--- src/rtl/display_pkg.sv ---
// Shared types and glyph helpers for the 7-segment display driver.
// Glyphs are active low in {g,f,e,d,c,b,a} order.
package display_pkg;

    typedef enum logic [1:0] {
        ST_IDLE,
        ST_LOAD,
        ST_SHIFT,
        ST_DONE
    } conv_state_t;

    localparam logic [6:0] SEG_BLANK = 7'h7F;
    localparam logic [6:0] SEG_MINUS = 7'b0111111;

    function automatic logic [6:0] hex_to_seg(input logic [3:0] nib);
        logic [6:0] s;
        case (nib)
            4'h0: s = 7'b1000000;
            4'h1: s = 7'b1111001;
            4'h2: s = 7'b0100100;
            4'h3: s = 7'b0110000;
            4'h4: s = 7'b0011001;
            4'h5: s = 7'b0010010;
            4'h6: s = 7'b0000010;
            4'h7: s = 7'b1111000;
            4'h8: s = 7'b0000000;
            4'h9: s = 7'b0010000;
            4'hA: s = 7'b0001000;
            4'hB: s = 7'b0000011;
            4'hC: s = 7'b1000110;
            4'hD: s = 7'b0100001;
            4'hE: s = 7'b0000110;
            default: s = 7'b0001110;
        endcase
        return s;
    endfunction

endpackage

--- src/rtl/bin_to_bcd_seq.sv ---
// Sequential double-dabble: 8-bit (optionally signed) value to sign + 3 BCD digits.
// start is taken only in IDLE; results appear 10 cycles after the start cycle.
module bin_to_bcd_seq
    import display_pkg::*;
#(
    parameter int CONV_ITER = 8
) (
    input  logic        clk,
    input  logic        rst,
    input  logic        start,
    input  logic [7:0]  din,
    input  logic        is_signed,
    output logic        busy,
    output logic        done,
    output logic        neg,
    output logic [11:0] bcd
);

    localparam int CNT_W = $clog2(CONV_ITER + 1);

    conv_state_t        state;
    logic [CNT_W-1:0]   cnt;
    logic [7:0]         mag;
    logic [11:0]        scratch;
    logic [11:0]        adj;
    logic               neg_s;

    always_comb begin
        adj = scratch;
        for (int i = 0; i < 3; i++) begin
            if (scratch[i*4 +: 4] >= 4'd5) begin
                adj[i*4 +: 4] = scratch[i*4 +: 4] + 4'd3;
            end
        end
    end

    always_ff @(posedge clk) begin
        if (rst) begin
            state   <= ST_IDLE;
            cnt     <= '0;
            mag     <= '0;
            scratch <= '0;
            neg_s   <= 1'b0;
            busy    <= 1'b0;
            done    <= 1'b0;
            neg     <= 1'b0;
            bcd     <= '0;
        end else begin
            case (state)
                ST_IDLE: begin
                    done <= 1'b0;
                    if (start) begin
                        state <= ST_LOAD;
                        busy  <= 1'b1;
                    end
                end
                ST_LOAD: begin
                    // Negating 8'h80 wraps to 8'h80, read unsigned as 128.
                    if (is_signed && din[7]) begin
                        mag   <= 8'(~din + 8'd1);
                        neg_s <= 1'b1;
                    end else begin
                        mag   <= din;
                        neg_s <= 1'b0;
                    end
                    scratch <= '0;
                    cnt     <= '0;
                    state   <= ST_SHIFT;
                end
                ST_SHIFT: begin
                    {scratch, mag} <= {adj[10:0], mag, 1'b0};
                    cnt <= cnt + 1'b1;
                    if (cnt == CNT_W'(CONV_ITER - 1)) begin
                        state <= ST_DONE;
                        done  <= 1'b1;
                    end
                end
                default: begin
                    bcd   <= scratch;
                    neg   <= neg_s;
                    done  <= 1'b0;
                    busy  <= 1'b0;
                    state <= ST_IDLE;
                end
            endcase
        end
    end

endmodule

--- src/rtl/out_display_driver.sv ---
// Drives a 4-digit common-anode multiplexed display from the processor output terminal.
// Decimal (signed/unsigned) via a sequential converter, or live hex; glyphs latch per scan slot.
module out_display_driver
    import display_pkg::*;
#(
    parameter int REFRESH_BITS = 16,
    parameter int CONV_ITER    = 8
) (
    input  logic       clk,
    input  logic       rst,
    input  logic [7:0] value,
    input  logic       signed_mode,
    input  logic       hex_mode,
    output logic [3:0] an,
    output logic [6:0] seg,
    output logic       dp,
    output logic       busy
);

    logic [7:0]              cap_val;
    logic                    cap_mode;
    logic                    pending;
    logic                    start;
    logic                    conv_done;
    logic                    neg;
    logic [11:0]             bcd;
    logic [REFRESH_BITS-1:0] refresh_cnt;
    logic [1:0]              sel;
    logic [1:0]              sel_nxt;
    logic [6:0]              glyph [4];

    assign dp = 1'b1;

    // busy is low only while the converter sits in IDLE.
    assign start = !busy && (pending || (value != cap_val) || (signed_mode != cap_mode));

    bin_to_bcd_seq #(
        .CONV_ITER(CONV_ITER)
    ) u_conv (
        .clk      (clk),
        .rst      (rst),
        .start    (start),
        .din      (cap_val),
        .is_signed(cap_mode),
        .busy     (busy),
        .done     (conv_done),
        .neg      (neg),
        .bcd      (bcd)
    );

    always_ff @(posedge clk) begin
        if (rst) begin
            cap_val  <= '0;
            cap_mode <= 1'b0;
            pending  <= 1'b1;
        end else begin
            if (start) begin
                cap_val  <= value;
                cap_mode <= signed_mode;
            end
            if (conv_done) begin
                pending <= 1'b0;
            end
        end
    end

    always_comb begin
        for (int i = 0; i < 4; i++) begin
            glyph[i] = SEG_BLANK;
        end
        if (hex_mode) begin
            glyph[1] = hex_to_seg(value[7:4]);
            glyph[0] = hex_to_seg(value[3:0]);
        end else begin
            glyph[3] = neg ? SEG_MINUS : SEG_BLANK;
            glyph[2] = (bcd[11:8] != 4'd0) ? hex_to_seg(bcd[11:8]) : SEG_BLANK;
            glyph[1] = (bcd[11:4] != 8'd0) ? hex_to_seg(bcd[7:4]) : SEG_BLANK;
            glyph[0] = hex_to_seg(bcd[3:0]);
        end
    end

    assign sel_nxt = sel + 2'd1;

    // an and seg are loaded together at each slot boundary so a digit never
    // shows a glyph that changed part way through its slot.
    always_ff @(posedge clk) begin
        if (rst) begin
            refresh_cnt <= '0;
            sel         <= '0;
            an          <= 4'b1111;
            seg         <= SEG_BLANK;
        end else begin
            refresh_cnt <= refresh_cnt + 1'b1;
            if (refresh_cnt == {REFRESH_BITS{1'b1}}) begin
                sel <= sel_nxt;
                an  <= ~(4'b0001 << sel_nxt);
                seg <= glyph[sel_nxt];
            end
        end
    end

endmodule

--- config.mk ---
export PLATFORM = sky130hd
export DESIGN_NAME = out_display_driver
export DESIGN_NICKNAME = d
export VERILOG_FILES = /design/src/rtl/display_pkg.sv /design/src/rtl/bin_to_bcd_seq.sv /design/src/rtl/out_display_driver.sv
export SDC_FILE = /design/constraint.sdc
export NUM_CORES = 1
export LEC_CHECK = 0
export CAP_MARGIN = 10
export CORE_MARGIN = 2
export CORE_UTILIZATION = 60
export DETAILED_ROUTE_END_ITERATION = 16
export DONT_BUFFER_PORTS = 1
export PLACE_DENSITY_LB_ADDON = 0.12
export SYNTH_ARGS = -nofsm -noshare
export SYNTH_HDL_FRONTEND = slang
export SYNTH_SLANG_ARGS = --single-unit
--- constraint.sdc ---
create_clock -name clk -period 2.9 [get_ports clk]
set_input_delay 0.145 -clock clk [delete_from_list [all_inputs] [get_ports clk]]
set_output_delay 0.145 -clock clk [all_outputs]
set_load 0.01 [all_outputs]
; ---- After elaboration in Yosys (flattened, before gate mapping)
; Memory sizes are Yosys's and may differ from the RTL's. A register that Yosys moved wholly into a read port is not among the register bits.
; Index checks and enable logic that the tools add are counted.
[totals]
regBits = 81
rom_bits = 560
in_bits = 12
output_inout_bits = 13
elab_cells = 89
memories = 5
[classes]
n_addsub = 7
order_cmp = 4
n_eq_ne = 8
n_shift = 1
mux = 29
bitwise_logic = 5
reduce_logical = 14
[mem_list]
columns = memory, depth, word_bits, rd, rd_clocked_by_memory_dff, wr, line
row1 = (name not given), 16, 7, 1, 0, 0, display_pkg.sv:17  ; case (nib)
row2 = (name not given), 16, 7, 1, 0, 0, display_pkg.sv:17
row3 = (name not given), 16, 7, 1, 1, 0, display_pkg.sv:17
row4 = (name not given), 16, 7, 1, 1, 0, display_pkg.sv:17
row5 = (name not given), 16, 7, 1, 1, 0, display_pkg.sv:17
[ops]
columns = operator, n
row1 = two-way mux 7 bit, 5
row2 = two-way mux 4 bit, 8
row3 = two-way mux 14 bit, 2
row4 = one-hot mux 12 bit (2 select lines), 1
row5 = "adder 16 x 1 -> 16 bit, second input constant", 1
row6 = "equality test 16 bit, second input constant", 1
row7 = one-hot mux 8 bit (2 select lines), 1
row8 = binary-select mux 7 bit (select 2 bit), 1
row9 = "greater-or-equal comparator 4 x 3 -> 1 bit, second input constant", 3
row10 = "adder 4 x 2 -> 4 bit, second input constant", 2
row11 = "adder 8 x 1 -> 8 bit, second input constant", 1
row12 = two-way mux 8 bit, 1
row13 = inequality test 8 bit, 1
row14 = inverter 8 bit, 1
row15 = one-hot mux 4 bit (2 select lines), 1
row16 = nonzero test 8 bit, 1
row17 = one-hot mux 2 bit (3 select lines), 1
row18 = AND reduction 2 bit, 3
row19 = "adder 4 x 1 -> 4 bit, second input constant", 1
row20 = "equality test 4 x 3 -> 1 bit, second input constant", 1
row21 = two-way mux 2 bit, 2
row22 = inverter 4 bit, 1
row23 = one-hot mux 1 bit (2 select lines), 2
row24 = nonzero test 4 bit, 1
row25 = other kinds (20), 25

; ---- Logic depth before layout (Yosys ltp)
[logic_depth]
depth_word = 6
ltp_mapped = 12
mapped_depth_nobuf = 9

; ---- By module
; From an unflattened synthesis, not the netlist that was laid out.
[hier_totals]
hier_cells = 624
hier_area_um2 = 5245.0
[modules_own_cells]
columns = mod, instances, cells_per_inst, area_per_inst_um2, seq_area_each_um2
row1 = out_display_driver, 1, 392, 3219.3, 780.7
row2 = bin_to_bcd_seq, 1, 232, 2025.7, 840.8

; ---- Worst setup path after synthesis
; No wires, ideal clock.
[synth_path]
path_kind = reg2reg
startpoint = register u_conv.state[0]
endpoint = register with a tool-made name
setup_ps = 134
t_arrival_ps = 2029
required_time_ps = 2766
slack_ps = 736
path_stages_with_launch = 10
synth_period_minus_slack_ps = 2164
path_cell_list = dfxtp_1 > ha_1 > buf_2 > buf_6 > mux2i_1 > nor2_1 > inv_1 > ha_1 > inv_1 > mux4_2
[synth_lines]
columns = element, line
row1 = from (decl), bin_to_bcd_seq.sv:21  ; conv_state_t state;
row2 = from (signal assigned), bin_to_bcd_seq.sv:39  ; state <= ST_IDLE;
row3 = from (signal assigned), bin_to_bcd_seq.sv:53  ; state <= ST_LOAD;
row4 = from (signal assigned), bin_to_bcd_seq.sv:68  ; state <= ST_SHIFT;

==> results.cfg <==
[logic_synthesis]
dominantRegCellSynth = dfxtp_1
synth_area_leader_cell = dfxtp_1
synthesis.area_per_instance_sq_um = 8.69
synth.yosys.seq_area_share_pct = 35.9
postSynthCellCount = 654
netlist_area_sq_um = 5690
ys_seq_elements = 102
post_synth_edffs = 0
synth_fp_nets = 713
ys_warn_count = 0
yosysUniqueCellTypes = 63
synth.top_cells.by_area = dfxtp_1 (36%), ha_1 (10%), mux2i_1 (6.2%)
synth_async_sr_flop_share_pct = 0
synth_top_area_share_pct = 35.9

[power]
worst_ir_drop_vdd_mv = 0.314
pwr_density_cell_nw_per_um2 = 520
leakage_nw = 2.38

[layout]
filler_cell_count = 787
multi_input_comb_area_sq_um = 3290
area.sequential_sq_um = 2040
final_util_pct = 65.6
post_layout_inst_area_sq_um = 6030
area_growth_pct = 6.10
final_layout_size_suffix_gt1_share_pct = 7.55
diodes = 0
final_net_count = 703

[run]
maxCapViolations = 0

[sta]
finalSetupViolations = 0
rsz0062_at_grt = no
postLayoutSetupSlackWorst_ns = 0.520
maxClockFrequency_mhz = 420
final-hold-violation-count = 0
fin_hold_ws_ns = 0.0247
slew-limit-headroom_pct = 54.8
timing.clock.skew_ns = 0.00927
final_max_slew_viol_count = 0
min_period_over_period_pct = 82.1
final.min_clock_period_ns = 2.38
fin_setup_tns_ns = 0
worst_pin_slew_ns = 0.677

[drt]
dr.pass1.iters = 4
route.met2.wl_microns = 5620
totalWireLength_microns = 11700
drt_iter0_markers = 154
met3RoutedLength_microns = 480
detail_route.vias_per_cell = 5.90
vias = 4482
detail_route_antenna_nets = 0
m1WireLength_microns = 5430
drt-wirelength-per-cell_microns = 15.4
top_signal_layer_used = met4
post-route-drc-count = 0

[clock_tree]
clk_transition_reported_paths_ns = 0.10
postCtsSetupRepairBufs = 0
max-clock-path-buffers = 2
cts-htree-levels = 3
cts.hold.buffers_added = 11
tritoncts_num_sinks = 102
cts_repair_resize_count = 0
clk-insertion-delay-late_ns = 0.36
cts_tree = yes
tritoncts.num_buffers = 9
clock_tree.root_cell = clkbuf_8

[place]
gpl.final_weighted_congestion = 0.952
buffer_ports.inserted = 0
hpwl_microns = 8340
dp_worst_setup_slack_ns = 0.560
placed_area_sq_um = 5690

[worst_hold_path]
hold_path.class = input pin to register

[global_route]
maximum_number_of_pins_on_one_net_before_global_route_repair = 76
overflow = 0
global_route_wire_length_before_repair_microns = 20200
number_of_antenna_violations_at_the_first_check_in_global_routing = 0
grt_util_all_layers_pct = 24.5
grt_pass1_vias = 4287

[floorplanning]
x_dimension_of_the_die_microns = 101
rows = 35
die_height_microns = 101
boundaryPins = 25
floorplan.initialDensity_pct = 61.8
dieArea_sq_um = 10300
core_region_area_sq_um = 9200

[critical_path]
crit_type = register to register
cp.arrival_ns = 2.66
crit_path_end_kind = register
startpoint_type = register
cp_data_required_time_ns = 3.18
worstPathMaxFanout = 8

[outcome]
outcome = complete, no violations
-- per-stage QoR --
step / cells / power, W
CTS: 760 / 0.00317
finish: 760 / 0.00314
detailed placement: 733 / 0.00221
global route: 760 / 0.00331
floorplan: 654 / 0.00210
global placement: 733 / 0.00220
-- cell usage in the layout, fill, tap and decap left out, types with 4 or more instances in the layout --
| cell type | instances |
|---|---|
| dfxtp_1 | 102 |
| nor2_1 | 87 |
| ha_1 | 47 |
| a21oi_1 | 38 |
| mux2i_1 | 35 |
| inv_1 | 32 |
| nand2_1 | 31 |
| o21ai_0 | 23 |
| xor2_1 | 16 |
| xnor2_1 | 14 |
| nor3_1 | 13 |
| nand3_1 | 12 |
| inv_2 | 11 |
| clkbuf_8 | 10 |
| dlygate4sd3_1 | 10 |
| a22oi_1 | 9 |
| nand2b_1 | 9 |
| nor2b_1 | 8 |
| buf_4 | 8 |
| o21ai_1 | 7 |
| o31ai_1 | 7 |
| a211o_1 | 7 |
| or2_1 | 6 |
| o22ai_1 | 6 |
| or3_1 | 6 |
| a31oi_1 | 5 |
| nand4_1 | 5 |
| a21o_1 | 5 |
| and3_1 | 4 |
| nand3b_1 | 4 |
| mux2_1 | 4 |
-- cells by family (layout without fill, tap and decap cells) --
family                   count (synthesis)  count (layout)  synth area share (%)
AND/OR/NAND/NOR                        202             202                  17.3
AO/OA/AOI/OAI                          147             147                  17.4
flip-flops                             102             102                  35.9
adder cells (fa/ha/maj)                 47              47                  10.3
multiplexers                            42              42                  8.14
buffers and inverters                   83              78                  6.25
XOR/XNOR                                30              30                  4.62
other                                    1               1                0.0660
-- where the power goes --
part	internal, W	switching (W)
Sequential	0.00148	0.000106
Clock	0.000436	0.000484
Combinational	0.000275	0.000356
Total	0.00219	0.000946
-- layout make-up --
| cell class | count | share of cell area (%) |
|---|---|---|
| multi-input combinational | 469 | 54.5 |
| sequential | 102 | 33.9 |
| timing repair buffer | 19 | 3.11 |
| inverter | 43 | 2.68 |
| tap | 111 | 2.30 |
| clock buffer | 10 | 2.28 |
| clock inverter | 6 | 1.27 |
-- worst paths after layout --
| check | startpoint | to | slack (ns) | cells past startpoint |
|---|---|---|---|---|
| max | u_conv.state[0] | register | 0.52 | 9 |
| min | rst | register | 0.02 | 2 |
| max reg2reg | u_conv.state[0] | register | 0.52 | 9 |
| min reg2reg | u_conv.mag[5] | u_conv.mag[5] | 0.47 | 2 |
-- Yosys cell counts (6+ instances only) --
cell type	count
inv_1	32
dfxtp_1	102
a211o_1	7
inv_2	11
or2_1	6
nor2_1	87
o31ai_1	7
nand3_1	12
o21ai_0	23
ha_1	47
nor3_1	13
o22ai_1	6
nor2b_1	8
xor2_1	16
a22oi_1	9
buf_2	11
o21ai_1	7
nand2b_1	9
xnor2_1	14
clkbuf_1	20
nand2_1	31
a21oi_1	38
mux2i_1	35
or3_1	6
-- routing by layer --
layer | track usage, % | up-vias
met5 | 0 | -
met4 | 7.59 | 0
met3 | 4.14 | 14
met2 | 42.1 | 93
met1 | 31.6 | 2112
li1 | - | 2263
-- critical path: stages, from the launching register on --
cell and delay (ns):
dfxtp_1 0.37, ha_1 0.45, buf_4 0.27, mux2i_1 0.12
nor2_1 0.30, inv_1 0.14, ha_1 0.34, mux2i_1 0.14
nor2_1 0.05, a31oi_1 0.13
Note: power is estimated with default switching activity, not from simulation.
